<file path="src/rtl/zet_pic.sv">
// 8-input fixed-priority interrupt controller (8259-style subset) for the Zet core.
// Edge-triggered requests, nested in-service masking, mask/EOI/status register port.
module zet_pic #(
    parameter logic [7:0] VBASE = 8'h08
) (
    input  logic       clk,
    input  logic       rst,
    input  logic [7:0] irq,
    output logic       intr,
    input  logic       inta,
    output logic [7:0] vector,
    input  logic       wr,
    input  logic       addr,
    input  logic [7:0] dat_i,
    output logic [7:0] dat_o
);

    logic [7:0] irq_d_q, irq_d_d;
    logic [7:0] irr_q, irr_d;
    logic [7:0] isr_q, isr_d;
    logic [7:0] imr_q, imr_d;
    logic [7:0] vector_q, vector_d;
    logic       rsel_q, rsel_d;
    logic       intr_q, intr_d;

    logic [7:0] req;
    logic [3:0] pend;
    logic [3:0] serv;
    logic       ack_ok;
    logic [7:0] ack_bit;
    logic [7:0] eoi_clr;

    always_comb begin
        req  = irr_q & ~imr_q;
        pend = 4'd8;
        serv = 4'd8;
        for (int unsigned i = 0; i < 8; i++) begin
            if (req[i] && pend == 4'd8) pend = 4'(i);
            if (isr_q[i] && serv == 4'd8) serv = 4'(i);
        end
        // pend == 8 means nothing pending, which can never be below serv
        ack_ok = pend < serv;

        ack_bit = '0;
        if (inta && ack_ok) ack_bit[pend[2:0]] = 1'b1;

        eoi_clr = '0;
        rsel_d  = rsel_q;
        if (wr && !addr) begin
            if (dat_i == 8'h20) begin
                if (!serv[3]) eoi_clr[serv[2:0]] = 1'b1;
            end else if (dat_i[7:3] == 5'b01100) begin
                eoi_clr[dat_i[2:0]] = 1'b1;
            end else if (dat_i == 8'h0A) begin
                rsel_d = 1'b0;
            end else if (dat_i == 8'h0B) begin
                rsel_d = 1'b1;
            end
        end

        imr_d   = (wr && addr) ? dat_i : imr_q;
        irq_d_d = irq;
        // a fresh edge overrides the acknowledge clear; the ack set overrides EOI
        irr_d   = (irr_q & ~ack_bit) | (irq & ~irq_d_q);
        isr_d   = (isr_q & ~eoi_clr) | ack_bit;
        intr_d  = ack_ok;

        vector_d = vector_q;
        if (inta) vector_d = ack_ok ? VBASE + {5'b0, pend[2:0]} : VBASE + 8'd7;
    end

    always_ff @(posedge clk or negedge rst) begin
        if (!rst) begin
            irq_d_q  <= '0;
            irr_q    <= '0;
            isr_q    <= '0;
            imr_q    <= '1;
            vector_q <= '0;
            rsel_q   <= 1'b0;
            intr_q   <= 1'b0;
        end else begin
            irq_d_q  <= irq_d_d;
            irr_q    <= irr_d;
            isr_q    <= isr_d;
            imr_q    <= imr_d;
            vector_q <= vector_d;
            rsel_q   <= rsel_d;
            intr_q   <= intr_d;
        end
    end

    assign intr   = intr_q;
    assign vector = vector_q;
    assign dat_o  = addr ? imr_q : (rsel_q ? isr_q : irr_q);

endmodule

</file>
<file path="config.mk">
export PLATFORM = sky130hd
export DESIGN_NAME = zet_pic
export DESIGN_NICKNAME = d
export VERILOG_FILES = /design/src/rtl/zet_pic.sv
export SDC_FILE = /design/constraint.sdc
export NUM_CORES = 1
export LEC_CHECK = 0
export ABC_AREA = 0
export ABC_CLOCK_PERIOD_IN_PS = 8300
export BUFFER_PORTS_ARGS = -buffer_cell sky130_fd_sc_hd__buf_2
export CAP_MARGIN = 25
export CORE_MARGIN = 2
export CORE_UTILIZATION = 49
export CTS_CLUSTER_DIAMETER = 50
export DETAILED_ROUTE_END_ITERATION = 16
export PLACE_DENSITY = 0.82
export SYNTH_ARGS = -nofsm -noshare
export SYNTH_HDL_FRONTEND = slang
export SYNTH_SLANG_ARGS = --single-unit
</file>
<file path="constraint.sdc">
create_clock -name clk -period 8.3 [get_ports clk]
set_clock_uncertainty 0.2 [all_clocks]
set_input_delay 1.245 -clock clk [delete_from_list [all_inputs] [get_ports clk]]
set_output_delay 1.245 -clock clk [all_outputs]
set_load 0.005 [all_outputs]
</file>
# Word-level counts from Yosys, hierarchy flattened
# Index checks and enable logic that the tools add are counted.
[word_totals]
romBits = 0
n_memories = 0
latchBits = 0
output_inout_bits = 17
reg_bits = 42
in_bits = 21
word_cells = 100
ramBits = 0
[op_classes]
order_cmp = 7
n_eq_ne = 18
add_sub_neg = 1
div = 0
bitwise_logic = 12
n_shift = 0
muxes = 32
multipliers = 0
n_reduce_logical = 23
[ops]
columns = ["op", "count"]
rows = [
  ["4-bit 2-to-1 mux", 16],
  ["4-bit equality test (second input constant)", 14],
  ["8-bit 2-to-1 mux", 7],
  ["8-bit AND", 4],
  ["8-bit NOT", 4],
  ["1-bit logical AND", 20],
  ["8-bit by 4-bit equality test with 1-bit output (second input constant)", 2],
  ["8-bit OR", 2],
  ["3-bit by 4-bit less-than comparator with 1-bit output (second input constant)", 3],
  ["1-bit demux with 3-bit select", 3],
  ["3-bit by 1-bit >= comparator with 1-bit output (second input constant)", 3],
  ["8-bit by 6-bit equality test with 1-bit output (second input constant)", 1],
  ["4-bit by 3-bit adder with 5-bit output (first input constant)", 1],
  ["5-bit by 4-bit equality test with 1-bit output (second input constant)", 1],
  ["1-bit 2-to-1 mux", 5],
  ["5-bit 2-to-1 mux", 1],
  ["4-bit less-than comparator", 1],
  ["4-bit AND reduction", 1],
  ["1-bit NOT", 2],
  ["2-bit nonzero test", 1],
  ["1-bit zero test", 1],
]

# Longest topological paths before layout
# Gate-level depths: netlist of run 1.
[logic_depth]
word_depth = 32
ltp_mapped = 12

# Least setup slack after synthesis of run 1
# OpenSTA, ideal clock, no wires.
[synth_timing]
path_kind = "input to output"
startpoint = "input addr"
endpoint = "output dat_o[0]"
stages = 4
t_arrival_ps = 1868
required_ps = 6855
path_buffers = 2
setup_slack_ps = 4987
path_cell_list = "clkbuf_1 -> clkbuf_1 -> nand2_1 -> o21ai_0"
[synth_via]
elab_chain_len = 1
[synth_rtl]
columns = ["element", "line", "rtl"]
rows = [
  ["from (decl)", "13", "input logic addr,"],
  ["8-bit 2-to-1 mux", "94", "assign dat_o = addr ? imr_q : (rsel_q ? isr_q : irr_q);"],
  ["to (decl)", "15", "output logic [7:0] dat_o"],
]
# No other way between the ends.

# Final worst setup path of run 1
[layout_timing]
startpoint = "input addr"
endpoint = "output dat_o[6]"
# The elaborated chain is that of the path after synthesis.

==> reports/results.md, run 1 <==
### Power and ir drop
* Int Pwr: 0.4097 mW
* fraction of power consumed by combinational cells: 35.1%
* share of power burned in registers: 42.4%
* peak supply drop: 0.1096 mV
* Leak: 1.074 nW
* switching component of the power: 0.2451 mW
* clock group share of total power: 22.5%
* Sw Ratio: 37.43%
* P per Cell Area: 264.0 mW/mm^2

### Yosys
* multiplexer share of the synthesized area: 8.248%
* count of flip-flops with a built-in enable after synthesis: 0
* Synth top area share: 34.13%
* average footprint of a synthesized cell: 9.647 um^2
* cells after synthesis: 228
* Yosys warning total: 0
* sequential area share after synthesis: 43.69%
* synthesized-area fraction occupied by and/or/nand/nor cells: 21.67%
* share of flip-flops with an asynchronous set or reset after synthesis: 100.0%
* most area-consuming cells after synthesis: sky130_fd_sc_hd__dfrtp_1, sky130_fd_sc_hd__dfstp_2, sky130_fd_sc_hd__o21ai_0
* register bit total from synthesis: 38
* most used flip-flop cell after synthesis: sky130_fd_sc_hd__dfrtp_1
* main combinational cell family by area after synthesis: simple AND/OR/NAND/NOR gates
* post-synthesis share of cell area spent on full adders, half adders and majority gates: 1.138%
* Synth area leader: sky130_fd_sc_hd__dfrtp_1
* synthesized-area fraction occupied by ao, oa, aoi and oai cells: 19.62%
* xor-xnor portion of the synthesized cell area: 0%
* post-synthesis cell type count: 44
* Post-Synthesis Cell Area: 0.002200 mm^2

### Clock tree
* clock tree from TritonCTS: built
* clock edge transition at the registers on the reported setup and hold paths: 70 ps
* post-cts resize count: 0
* latest clock arrival within the worst-skew pair: 290 ps
* clk sinks: 38
* CTS hold repair buffers: 0
* clock tree root driver cell: sky130_fd_sc_hd__clkbuf_8
* buffer levels on the longest clock path: 2
* TritonCTS buffer count: 5
* post-CTS setup buffer count: 0
* H-tree levels: 2

### Place
* Detail Placement HPWL: 3.898 mm
* post-place instance area: 0.002370 mm^2
* Placer Congestion: 0.9668
* count of input and output buffers: 33

### Detailed routing
* starting DRC count in detailed routing: 125
* vias per cell: 6.042
* number of search-and-repair iterations in the first detailed-routing pass: 5
* total number of vias: 1879
* Detailed Route WL: 5.233 mm
* antenna-violating nets left: 0
* remaining routing DRC violations: 0
* routed len/inst: 16.83 um

### Setup path
* maximum net fanout on the critical path: 18
* Crit path top cell by count: sky130_fd_sc_hd__buf_2
* highest cell delay on the worst timing path: 240 ps
* worst reg2reg startpoint: imr_q[1]
* launch point of the worst path: addr
* nature of the critical path endpoint: output port
* CP delay by family, top: buffers and inverters
* slowest stage cell, crit path: sky130_fd_sc_hd__buf_2
* crit path buf inv count: 2
* worst setup path category: in2out
* critical path launch point type: primary input
* arrival time worst endpoint: 1820 ps
* CP required: 6860 ps
* cell-by-cell trace of the critical path: buf_2 -> nand2_1 -> o21ai_0 -> buf_2

### Die
* Die Span X: 71 um
* Starting Density: 50.52%
* number of cell rows: 24
* top-level I/O count: 38
* core region area: 0.004354 mm^2
* die span in y: 71 um
* die area: 0.005041 mm^2

### Cells and area
* final cell area excluding filler cells: 0.002480 mm^2
* commonest cells after routing, fill and taps aside: sky130_fd_sc_hd__buf_2, sky130_fd_sc_hd__dfrtp_1, sky130_fd_sc_hd__nand2_1, sky130_fd_sc_hd__o21ai_0, sky130_fd_sc_hd__nor2_1
* area grow syn2layout: 12.74%
* Ant. Diodes: 0
* most common library cell in the layout ignoring fill and taps: sky130_fd_sc_hd__buf_2
* layout cells sized above 1: 27.41%
* final design utilization: 56.95%
* Nets: 281

### STA
* share of the clock period used by the worst path: 39.31%
* hold violation total from the final report: 0
* unrepaired setup endpoints after global routing: no
* transition at the pin with the smallest max-transition slack: 819.8 ps
* slew margin rel.: 45.35%
* final-report setup violation count: 0
* Final TNS setup: 0 ps
* maximum clock frequency: 306.5 MHz
* Final Max Slew Viols: 0
* minimum clock period after layout: 3263 ps

### Status
* status: finished, final reports clean

### GRT
* GR Util All Layers: 22.21%
* largest net degree at the start of global routing: 39
* vias in the first global route: 1805
* number of antenna violations at the first check in global routing: 0
* wire length of the first global-routing pass: 8.825 mm
* GR Overflow Total: 0

### Worst hold path
* type of the tightest min-delay check: reg2reg
* Hold Crit Start: vector[3]

### Run
* MaxCap Viol Count: 0

## cell type report
| type | instances | area [um^2] |
|---|---|---|
| Fill cell | 386 | 1874 |
| Timing Repair Buffer | 33 | 165.2 |
| Clock buffer | 8 | 110.1 |
| Multi-Input combinational cell | 167 | 1130 |
| Inverter | 13 | 48.80 |
| Tap cell | 52 | 65.06 |
| Sequential cell | 38 | 960.9 |
## per-layer routing
layer | wire length [um] | vias to the layer above | global-route usage (%)
met3 | 360 | 9 | 4.701
li1 | - | 883 | -
met4 | 92 | 0 | 7.547
met1 | 2245 | 906 | 30.31
met5 | 0 | - | 0
met2 | 2534 | 81 | 35.41
## through the flow
| stage | total power [mW] | setup slack [ps] | hold slack (ps) | std cells |
|---|---|---|---|---|
| final | 0.6548 | 5037 | 261.9 | 311 |
| after global routing | 0.6922 | 4991 | 276.7 | 311 |
| after CTS | 0.6548 | 5064 | 269.2 | 311 |
| after detailed placement | 0.5039 | 5043 | 249.0 | 303 |
| after global placement | 0.4998 | 5074 | 248.2 | 303 |
| after floorplan | 0.4374 | 4987 | 262.2 | 231 |
## path summary, 6_finish.rpt
| path | to | slack [ps] | cells past startpoint |
|---|---|---|---|
| min in group asynchronous | rsel_q | 850 | 1 |
| setup reg to reg | irr_q[0] | 5100 | 9 |
| setup / recovery | dat_o[6] | 5040 | 4 |
| max in group asynchronous | irr_q[7] | 6540 | 1 |
| hold reg to reg | vector[3] | 260 | 1 |
| hold / removal | vector[3] | 260 | 1 |
## worst register-to-register path, cell delays in order (launching register included)
cell	delay (ps)
sky130_fd_sc_hd__dfstp_2	580
sky130_fd_sc_hd__nor2b_1	90
sky130_fd_sc_hd__o21ai_0	220
sky130_fd_sc_hd__a31o_1	260
sky130_fd_sc_hd__a31o_1	280
sky130_fd_sc_hd__nor2_1	70
sky130_fd_sc_hd__ha_1	210
sky130_fd_sc_hd__nand2b_1	470
sky130_fd_sc_hd__or3_4	530
sky130_fd_sc_hd__a22o_1	180
## registers in the layout (all words and copies together), names as in the netlist
name and count:
vector 4, isr_q 8, rsel_q 1, intr 1, irr_q 8, irq_d_q 8, imr_q 8
## cells in the mapped netlist (2+ instances only)
| library cell | number |
|---|---|
| sky130_fd_sc_hd__dfrtp_1 | 30 |
| sky130_fd_sc_hd__nand2b_1 | 8 |
| sky130_fd_sc_hd__a21oi_1 | 6 |
| sky130_fd_sc_hd__a41oi_1 | 2 |
| sky130_fd_sc_hd__dfstp_2 | 8 |
| sky130_fd_sc_hd__mux2_2 | 9 |
| sky130_fd_sc_hd__nor2b_1 | 3 |
| sky130_fd_sc_hd__o21ai_0 | 22 |
| sky130_fd_sc_hd__o31ai_1 | 2 |
| sky130_fd_sc_hd__nor4_1 | 5 |
| sky130_fd_sc_hd__o32a_1 | 2 |
| sky130_fd_sc_hd__a31o_1 | 2 |
| sky130_fd_sc_hd__clkbuf_1 | 8 |
| sky130_fd_sc_hd__ha_1 | 2 |
| sky130_fd_sc_hd__inv_1 | 13 |
| sky130_fd_sc_hd__nand2_1 | 23 |
| sky130_fd_sc_hd__nand3_1 | 2 |
| sky130_fd_sc_hd__buf_4 | 4 |
| sky130_fd_sc_hd__mux2i_1 | 8 |
| sky130_fd_sc_hd__a22o_1 | 8 |
| sky130_fd_sc_hd__or2_2 | 2 |
| sky130_fd_sc_hd__nor2_1 | 20 |
| sky130_fd_sc_hd__nor3_1 | 11 |
| sky130_fd_sc_hd__a32oi_1 | 2 |
| sky130_fd_sc_hd__o41ai_1 | 7 |
## kinds of logic (layout without fill, tap and decap cells)
group	after synthesis	in the layout
AOI/OAI and AO/OA	58	58
adders and majority gates	2	2
buffers and inverters	26	54
DFF	38	38
muxes	17	17
other	1	4
and+or+nand+nor	86	86
## power by group through the flow
| stage | Combinational (mW) | Clock (mW) | Sequential [mW] |
|---|---|---|---|
| finish | 0.230 | 0.148 | 0.277 |
| global route | 0.253 | 0.156 | 0.284 |
| CTS | 0.228 | 0.150 | 0.276 |
| detailed placement | 0.226 | 0 | 0.278 |
| global placement | 0.221 | 0 | 0.279 |
| floorplan | 0.176 | 0 | 0.261 |
Power figures use the tool's default switching activity.
==> run 2: changes to the inputs <==
--- a/config.mk
+++ b/config.mk
@@ -5,8 +5,8 @@
 export SDC_FILE = /design/constraint.sdc
 export NUM_CORES = 1
 export LEC_CHECK = 0
-export ABC_AREA = 0
-export ABC_CLOCK_PERIOD_IN_PS = 8300
+export ABC_AREA = 1
+export ABC_CLOCK_PERIOD_IN_PS = 3250
 export BUFFER_PORTS_ARGS = -buffer_cell sky130_fd_sc_hd__buf_2
 export CAP_MARGIN = 25
 export CORE_MARGIN = 2
==> constraint.sdc (replaced) <==
create_clock -name clk -period 3.25 [get_ports clk]
set_clock_uncertainty 0.2 [all_clocks]
set_input_delay 0.4875 -clock clk [delete_from_list [all_inputs] [get_ports clk]]
set_output_delay 0.4875 -clock clk [all_outputs]
set_load 0.005 [all_outputs]
==> reports/results.md, run 2 <==
### Status
* status: finished, final reports clean

### Die
* die span in y: 70.35 um
* core region area: 0.004294 mm^2
* Starting Density: 50.23%
* die area: 0.004949 mm^2
* top-level I/O count: 38
* number of cell rows: 24
* Die Span X: 70.35 um

### Setup path
* launch point of the worst path: imr_q[1]
* worst setup path category: reg2reg
* arrival time worst endpoint: 2570 ps
* worst reg2reg startpoint: imr_q[1]
* depth of the worst register-to-register path: 16
* CP required: 3240 ps
* nature of the critical path endpoint: register
* critical path launch point type: register
* maximum net fanout on the critical path: 9

### Yosys
* Post-Synthesis Cell Area: 0.002157 mm^2
* share of flip-flops with an asynchronous set or reset after synthesis: 100.0%
* cell with the most instances after synthesis: sky130_fd_sc_hd__nand2_1
* cells after synthesis: 279
* Yosys warning total: 0
* register bit total from synthesis: 38
* top cells by count, synth: sky130_fd_sc_hd__nand2_1, sky130_fd_sc_hd__inv_1, sky130_fd_sc_hd__dfrtp_1
* average footprint of a synthesized cell: 7.731 um^2
* post-synthesis cell type count: 34
* sequential area share after synthesis: 44.55%
* count of flip-flops with a built-in enable after synthesis: 0
* most used flip-flop cell after synthesis: sky130_fd_sc_hd__dfrtp_1
* Synth top area share: 34.80%
* Synth area leader: sky130_fd_sc_hd__dfrtp_1
* most area-consuming cells after synthesis: sky130_fd_sc_hd__dfrtp_1, sky130_fd_sc_hd__nand2_1, sky130_fd_sc_hd__dfstp_2

### STA
* slew margin rel.: 44.25%
* unrepaired setup endpoints after global routing: no
* share of the clock period used by the worst path: 79.31%
* Final Max Slew Viols: 0
* hold violation total from the final report: 0
* minimum clock period after layout: 2577 ps
* maximum clock frequency: 388.0 MHz
* transition at the pin with the smallest max-transition slack: 836.2 ps
* final-report setup violation count: 0
* Final TNS setup: 0 ps

### Cells and area
* area of combinational cells with multiple inputs: 985.9 um^2
* number of inserted filler cells in the final layout: 400
* layout cells sized above 1: 20.32%
* most common library cell in the layout ignoring fill and taps: sky130_fd_sc_hd__nand2_1
* final standard cell count with taps included and fillers excluded: 367
* Nets: 337
* Ant. Diodes: 0
* area grow syn2layout: 13.52%
* commonest cells after routing, fill and taps aside: sky130_fd_sc_hd__nand2_1, sky130_fd_sc_hd__inv_1, sky130_fd_sc_hd__buf_2, sky130_fd_sc_hd__dfrtp_1
* footprint of the flip-flops and latches: 960.9 um^2

### Power and ir drop
* clock group share of total power: 24.9%
* Leak: 1.268 nW
* share of power burned in registers: 45.8%
* Sw Ratio: 36.47%
* Int Pwr: 0.8627 mW
* fraction of power consumed by combinational cells: 29.3%
* switching component of the power: 0.4951 mW
* peak supply drop: 0.3274 mV
* P per Cell Area: 554.5 mW/mm^2

### Detailed routing
* remaining routing DRC violations: 0
* Detailed Route WL: 5.202 mm
* antenna-violating nets left: 0
* vias per cell: 5.409
* total number of vias: 1985
* Top Layer Used: met4
* number of search-and-repair iterations in the first detailed-routing pass: 6
* WL met3: 275 um
* met2 routed WL: 2.513 mm
* routed length on met1: 2.251 mm
* starting DRC count in detailed routing: 145
* routed len/inst: 14.17 um

### GRT
* vias in the first global route: 1911
* GR Overflow Total: 0
* wire length of the first global-routing pass: 8.769 mm
* largest net degree at the start of global routing: 39
* number of antenna violations at the first check in global routing: 0
* GR Util All Layers: 22.48%

### Place
* placed cell count: 359
* Placer Congestion: 0.9161
* count of input and output buffers: 33
* Detail Placement HPWL: 3.898 mm

### Worst hold path
* type of the tightest min-delay check: in2async

### Clock tree
* latest clock arrival within the worst-skew pair: 300 ps
* clk sinks: 38
* post-CTS setup buffer count: 0
* clock tree from TritonCTS: built
* CTS hold repair buffers: 0
* H-tree levels: 2
* clock tree root driver cell: sky130_fd_sc_hd__clkbuf_8
* TritonCTS buffer count: 5
* buffer levels on the longest clock path: 2
* post-cts resize count: 0
* clock edge transition at the registers on the reported setup and hold paths: 70 ps

### Run
* MaxCap Viol Count: 0

## run 2: cell families after synthesis
family / after synthesis / share of synthesized area, %
AOI/OAI and AO/OA: 62 / 16.65
adders and majority gates: 2 / 1.160
buffers and inverters: 55 / 10.27
DFF: 38 / 44.55
other: 1 / 0.1738
and+or+nand+nor: 121 / 27.20
## run 2: final cells by class
class	instances	share of cell area [%]
clock inverters	2	0.5110
clock buffers	6	3.373
flip-flops and latches	38	39.24
repair buffers	33	6.745
inverters	47	7.205
well taps	52	2.657
multi-input cells	189	40.27
## run 2: critical path, stage by stage (launching register included)
cell                      delay [ps]
sky130_fd_sc_hd__dfstp_2         530
sky130_fd_sc_hd__inv_1            50
sky130_fd_sc_hd__nand2_1         130
sky130_fd_sc_hd__nand2_2         130
sky130_fd_sc_hd__nor2_4          160
sky130_fd_sc_hd__nand2_1          80
sky130_fd_sc_hd__nor2_2           90
sky130_fd_sc_hd__nand3_2          90
sky130_fd_sc_hd__inv_1            80
sky130_fd_sc_hd__or2_2           120
sky130_fd_sc_hd__ha_1            220
sky130_fd_sc_hd__nand2_1          90
sky130_fd_sc_hd__nand2_2          60
sky130_fd_sc_hd__nand2_4         120
sky130_fd_sc_hd__nand4_1         150
sky130_fd_sc_hd__nand2_1         120
sky130_fd_sc_hd__nand2_1          50
## run 2: metrics by stage
stage          utilization [%]  hold WS, ps  cell area (um^2)  setup WS [ps]  total power, mW
5_1_grt                  57.02        96.26              2449          510.7            1.430
4_1_cts                  57.02        100.3              2449          684.8            1.360
3_5_place_dp             54.81        243.6              2354          736.7            1.017
3_3_place_gp             54.81        242.6              2354          757.9            1.005
6_report                 57.02        88.88              2449          672.5            1.358
2_1_floorplan                -       -8.091              2168           1017           0.8834
## run 2: final timing paths
path                              end  slack, ps
setup / recovery             irr_q[0]        670
hold / removal             irq_d_q[1]         90
setup reg to reg             irr_q[0]        670
hold reg to reg             vector[3]        260
max in group asynchronous    irr_q[2]       2230
min in group clk           irq_d_q[3]        110
## run 2: power groups by stage
stage | clock, mW | combinational (mW) | sequential, mW
3_3_place_gp | 0 | 0.380 | 0.626
4_1_cts | 0.346 | 0.394 | 0.621
6_report | 0.338 | 0.398 | 0.622
5_1_grt | 0.361 | 0.438 | 0.631
3_5_place_dp | 0 | 0.388 | 0.629
2_1_floorplan | 0 | 0.265 | 0.618
## run 2: metal layers
metal,GRT usage [%],vias to the layer above
met5,0,-
met4,10.47,0
met3,3.463,15
met2,35.74,80
met1,30.14,907
li1,-,983
